$ cat src/rtl/uart_tx_fifo.sv
// uart_tx_fifo: byte FIFO between host-link controller and UART transmitter, paced by tx_ready
module uart_tx_fifo #(
  parameter int DEPTH        = 16,
  parameter int AW           = 4,
  parameter int BUSY_TIMEOUT = 8
) (
  input  logic          clk,
  input  logic          rst,
  input  logic          wr_en,
  input  logic [7:0]    wr_byte,
  output logic          full,
  output logic          overflow,
  input  logic          clr_overflow,
  output logic [AW:0]   level,
  input  logic          tx_ready,
  output logic          tx_new_byte,
  output logic [7:0]    tx_byte
);
  localparam int TW = (BUSY_TIMEOUT > 2) ? $clog2(BUSY_TIMEOUT) : 1;
  typedef enum logic [1:0] {IDLE, ISSUE, WAIT_BUSY, WAIT_READY} state_t;
  state_t state, state_n;
  logic [7:0] mem [DEPTH];
  logic [AW-1:0] wr_ptr, rd_ptr;
  logic [TW-1:0] timer;
  logic push, pop;
  logic [AW:0] level_n;
  assign push    = wr_en & ~full;
  assign pop     = state == ISSUE;
  assign level_n = level + (AW+1)'(push) - (AW+1)'(pop);
  always_comb begin
    state_n = state;
    state_n = state == IDLE  ? ((level != '0 && tx_ready) ? ISSUE : IDLE)
            : state == ISSUE ? WAIT_BUSY
            : state == WAIT_BUSY ? (!tx_ready ? WAIT_READY
                                   : timer == TW'(BUSY_TIMEOUT-1) ? IDLE : WAIT_BUSY)
            : (tx_ready ? IDLE : WAIT_READY);
  end
  always_ff @(posedge clk)
    if (push) mem[wr_ptr] <= wr_byte;
  always_ff @(posedge clk) begin
    if (rst) begin
      state       <= IDLE;
      wr_ptr      <= '0;
      rd_ptr      <= '0;
      level       <= '0;
      full        <= 1'b0;
      overflow    <= 1'b0;
      tx_new_byte <= 1'b0;
      tx_byte     <= 8'h00;
      timer       <= '0;
    end else begin
      state       <= state_n;
      wr_ptr      <= wr_ptr + AW'(push);
      rd_ptr      <= rd_ptr + AW'(pop);
      level       <= level_n;
      full        <= level_n == (AW+1)'(DEPTH);
      overflow    <= (wr_en & full) | (overflow & ~clr_overflow);
      tx_new_byte <= pop;
      tx_byte     <= pop ? mem[rd_ptr] : tx_byte;
      timer       <= state == WAIT_BUSY ? timer + TW'(1) : '0;
    end
  end
endmodule

$ cat config.mk
export PLATFORM = sky130hd
export DESIGN_NAME = uart_tx_fifo
export DESIGN_NICKNAME = d
export VERILOG_FILES = /design/src/rtl/uart_tx_fifo.sv
export SDC_FILE = /design/constraint.sdc
export NUM_CORES = 1
export LEC_CHECK = 0
export CAP_MARGIN = 20
export CORE_MARGIN = 2
export CORE_UTILIZATION = 54
export CTS_CLUSTER_DIAMETER = 200
export CTS_CLUSTER_SIZE = 16
export DETAILED_ROUTE_END_ITERATION = 8
export PLACE_DENSITY = 0.75
export SETUP_SLACK_MARGIN = 0.1
export SLEW_MARGIN = 5
export SYNTH_ARGS = -nofsm -noshare
export SYNTH_HDL_FRONTEND = slang
export SYNTH_SLANG_ARGS = --single-unit
$ cat constraint.sdc
create_clock -name clk -period 1.9 [get_ports clk]
set_clock_uncertainty 0.15 [all_clocks]
set_input_delay 0.38 -clock clk [delete_from_list [all_inputs] [get_ports clk]]
set_output_delay 0.38 -clock clk [all_outputs]
set_load 0.005 [all_outputs]
# Word-level counts from Yosys, hierarchy flattened
# Memory sizes are Yosys's and may differ from the RTL's. A register that Yosys moved wholly into a read port is not among the register bits.
# Cells that the tools add are included.
[classes]
addsub = 5
n_eq_ne = 4
mux = 9
bitwise = 7
reduce_logical = 4
[ops]
columns = ["cell", "n"]
rows = [
  ["$mux W2", 6],
  ["$add A4 B1 Y4", 2],
  ["$add A5 B1 Y5", 1],
  ["$eq A5 B5 Y1 const B", 1],
  ["$reduce_bool A5 Y1", 1],
  ["$sub A5 B1 Y5", 1],
  ["$add A3 B1 Y3 const B", 1],
  ["$and A1 B1 Y1", 3],
  ["$eq A3 B3 Y1 const B", 1],
  ["$mux W1", 3],
  ["$not A1 Y1", 3],
  ["$eq A2 B1 Y1 const B", 1],
  ["$eq A2 B2 Y1 const B", 1],
  ["$logic_not A2 Y1", 1],
  ["$reduce_or A2 Y1", 1],
  ["$logic_and A1 B1 Y1", 1],
  ["$or A1 B1 Y1", 1],
]
[totals]
register_bits = 21
mem_bits_rw = 128
n_memories = 1
[memory_table]
columns = ["memory", "depth", "width", "rd", "rd_clocked_by_memory_dff", "write_ports", "line", "source"]
rows = [
  ["mem", 16, 8, 1, 1, 1, "22", "logic [7:0] mem [DEPTH];"],
]

# Depth between registers and ports, before layout
[depth]
ltp_word = 6
depth_mapped = 10
mapped_depth_nobuf = 10

# Least setup slack after synthesis
# OpenSTA, ideal clock, no wires.
[synth_timing]
kind = "register to register"
startpoint = "register state[0]"
endpoint = "register full"
arrival_time_ns = 1.858
required_ns = 1.654
path_slack_ns = -0.204
stages_incl_launch_ff = 10
path_buffers = 0
cell_sequence = "dfxtp_1 > nor2b_1 > nand2_1 > nand2_1 > ha_1 > fa_1 > a21oi_1 > o21bai_1 > xnor2_1 > nor4b_1"
[synth_between]
elab_chain_len = 3
[synth_rtl]
columns = ["element", "line", "source"]
rows = [
  ["start, declared", "21", "state_t state, state_n;"],
  ["start signal, assigned", "52", "state <= state_n;"],
  ["$eq A2 B1 Y1", "28", "assign pop = state == ISSUE;"],
  ["$sub A5 B1 Y5", "29", "assign level_n = level + (AW+1)'(push) - (AW+1)'(pop);"],
  ["$eq A5 B5 Y1", "56", "full <= level_n == (AW+1)'(DEPTH);"],
  ["end signal, assigned", "56", ""],
  ["end, declared", "11", "output logic full,"],
]
# Every way passes these cells.
# A chain may end at the register's enable or synchronous reset.

# Worst setup path in the final report
[layout_timing]
startpoint = "register full"
endpoint = "register full"
[layout_between]
elab_chain_len = 5
[layout_rtl]
columns = ["element", "line", "source"]
rows = [
  ["$not A1 Y1", "27", "assign push = wr_en & ~full;"],
  ["$and A1 B1 Y1", "27", ""],
  ["$add A5 B1 Y5", "29", ""],
  ["$sub A5 B1 Y5", "29", ""],
  ["$eq A5 B5 Y1", "56", ""],
]
# Every way passes these cells.

==> impl_metrics.env <==
export IMPL_crit_fanout=3
export IMPL_ys_async_sr_fraction_pct=0
export IMPL_peakVddDrop_uv=1078
export IMPL_power_leakage_uw=0.002682
export IMPL_slew_headroom_pct=47.21
export IMPL_nNetsFinal=501
export IMPL_synthFlopType="edfxtp_1"
export IMPL_drt_iter0_drc=238
export IMPL_seq_area_frac_synth_pct=71.68
export IMPL_wl_mm=12.03
export IMPL_io_pins=29
export IMPL_mostFrequentLayoutCells="edfxtp_1, mux2i_1, buf_4"
export IMPL_cts_tree="built"
export IMPL_wire_per_inst_um=19.01
export IMPL_worstSkewPairLatency_ns=0.42
export IMPL_hold_violations=0
export IMPL_grt_overflow=0
export IMPL_violations="setup timing"
export IMPL_syn_area_per_cell_um2=15.55
export IMPL_finalSetupTns_ns=-0.2063
export IMPL_required_ns=2.07
export IMPL_ys_warn_count=0
export IMPL_ys_types=35
export IMPL_antennaDiodeCount=0
export IMPL_top_layer="met4"
export IMPL_critPathLaunchType="flop"
export IMPL_antenna_found_initial=0
export IMPL_cts_buffers=17
export IMPL_final_common_cell="edfxtp_1"
export IMPL_synth_simple_area_share_pct=7.318
export IMPL_wl_met2_mm=6.285
export IMPL_worst_pin_slew_ns=0.7890
export IMPL_grt_pass1_wl_mm=19.18
export IMPL_met3_length_um=664
export IMPL_final_cells=633
export IMPL_grt_pass1_vias=3701
export IMPL_finalCritPeriodShare_pct=108.5
export IMPL_via_per_inst=5.633
export IMPL_synth_top_family_by_area="multiplexers"
export IMPL_htree_levels=4
export IMPL_finalSetupViolations=3
export IMPL_dpl_hpwl_mm=7.801
export IMPL_synth_area_leaders="edfxtp_1, mux2i_1, dfxtp_1"
export IMPL_num_vias=3566
export IMPL_m1WireLength_mm=4.811
export IMPL_synth_edf_count=128
export IMPL_clockBufferDepth=2
export IMPL_drv_cap=0
export IMPL_synthAdderAreaFrac_pct=2.352
export IMPL_synthCells=397
export IMPL_period_needed_ns=2.061
export IMPL_num_rows=39
export IMPL_drc_errors=0
export IMPL_cts_root_buf="clkbuf_16"
export IMPL_clock_sinks=157
export IMPL_gp_congestion=0.8021
export IMPL_gr_usage_all_layers_pct=20.96
export IMPL_coreArea_um2=11270
export IMPL_fin_ws_ns=-0.1607
export IMPL_ant_nets=0
export IMPL_synth_seq_cells=157
export IMPL_endpoint_kind="flop"
export IMPL_max_clock_freq_ghz=0.4853
export IMPL_status="finished with violations"
export IMPL_hold_path_class="in -> reg"
export IMPL_synth_compound_area_share_pct=5.190
export IMPL_port_buffers=28
export IMPL_dieArea_um2=12300
export IMPL_postCtsHoldBufs=0
export IMPL_rsz0062_at_grt="true"
export IMPL_start_util_pct=54.76
export IMPL_path_clk_slew_ns=0.06
export IMPL_p_per_area_nw_per_um2=1149
export IMPL_drive_gt1_share_pct=24.08
export IMPL_synth_mux_area_share_pct=10.64
export IMPL_die_h_um=110.9
export IMPL_synth_fp_nets=421
export IMPL_synth_largest_type_area_fraction_pct=62.27
export IMPL_grt_start_max_net_pins=52
export IMPL_place_inst=597
export IMPL_synth_top_cell_by_area="edfxtp_1"
export IMPL_crit_type="reg -> reg"
export IMPL_dieWidth_um=110.9
export IMPL_reg2regPathDepth=10
export IMPL_synth_xor_area_share_pct=1.277
export IMPL_slew_violations=0
export IMPL_synthesis_area_um2=6172
export IMPL_whs_path_depth=3
export IMPL_drtPass1Iterations=5
export IMPL_crit_arrival_ns=2.23
export IMPL_area_growth_synth_to_final_pct=23.78
[metrics by stage]
| step | total power (uW) | setup slack, ns | area [um^2] | utilization (%) | hold WS [ns] |
|---|---|---|---|---|---|
| 5_1_grt | 9165 | -0.2216 | 7640 | 67.78 | 0.2541 |
| 3_5_place_dp | 5667 | -0.6538 | 6948 | 61.64 | 0.2803 |
| 4_1_cts | 8726 | -0.1189 | 7515 | 66.67 | 0.2279 |
| 2_1_floorplan | 4980 | -0.05470 | 6222 | - | 0.2484 |
| 6_report | 8775 | -0.1607 | 7640 | 67.78 | 0.2428 |
| 3_3_place_gp | 5608 | -0.5760 | 6948 | 61.64 | 0.2589 |
[path summary, 6_finish.rpt]
check | slack, ns | startpoint | endpoint
max | -0.16 | full | full
min | 0.24 | wr_en | overflow
max reg2reg | -0.16 | full | full
min reg2reg | 0.28 | timer[0] | timer[0]
[worst max-delay path, cell delays in order, from the launching register on]
cell and delay [ns]:
dfxtp_2 0.34, nand2b_4 0.14, inv_2 0.04, nand2_2 0.05
nand2_2 0.06, ha_4 0.17, fa_2 0.38, buf_4 0.15
xnor2_1 0.19, nand2_1 0.08, nor4b_1 0.22
[cell usage after synthesis, types with 2 or more instances]
| cell | instances |
|---|---|
| nor3_1 | 4 |
| and2b_1 | 2 |
| or4b_1 | 2 |
| ha_1 | 10 |
| clkbuf_1 | 2 |
| buf_2 | 10 |
| nand3_1 | 10 |
| a21oi_1 | 13 |
| nand2b_1 | 6 |
| xnor2_1 | 7 |
| buf_4 | 3 |
| and2_1 | 4 |
| mux4_2 | 2 |
| inv_1 | 3 |
| a32oi_1 | 8 |
| dfxtp_1 | 29 |
| mux2i_1 | 60 |
| xor2_1 | 2 |
| a22oi_1 | 22 |
| nor2_1 | 27 |
| nand2_1 | 24 |
| nor2b_1 | 7 |
| edfxtp_1 | 128 |
[cell type report]
type                            count  area (um^2)
Clock buffer                       21        440.4
Clock inverter                     11        95.09
Fill cell                         748         3632
Inverter                            4        15.01
Multi-Input combinational cell    221         1778
Sequential cell                   157         4447
Tap cell                          143        178.9
Timing Repair Buffer               76        685.7
[registers in the layout (all words and copies together), names as in the netlist]
name / cells
mem: 128
tx_byte: 8
level: 5
rd_ptr: 4
wr_ptr: 4
timer: 3
state: 2
full: 1
overflow: 1
tx_new_byte: 1
[repair_timing]
action	CTS	global route
gates resized for setup	27	28
endpoints found under the setup margin	51	60
buffers inserted	1	3
pin swaps	4	10
[routing by layer]
metal / GRT usage [%] / vias to the layer above
li1: - / 1676
met1: 24.90 / 1770
met2: 36.11 / 96
met3: 6.725 / 24
met4: 7.333 / 0
met5: 0 / -
[power by group]
part / leakage (uW) / switching (uW) / internal [uW]
clock network: 0.000259 / 1270 / 1790
registers: 0.00140 / 171 / 3990
logic: 0.00102 / 724 / 831
[kinds of logic (layout without fill, tap and decap cells)]
group / Yosys count / after routing
AO/OA/AOI/OAI: 46 / 46
XOR/XNOR: 9 / 9
adder cells (fa/ha/maj): 11 / 11
buffers and inverters: 19 / 112
flip-flops: 157 / 157
multiplexers: 63 / 63
AND/OR/NAND/NOR: 92 / 92
(Power assumes the default switching activity.)
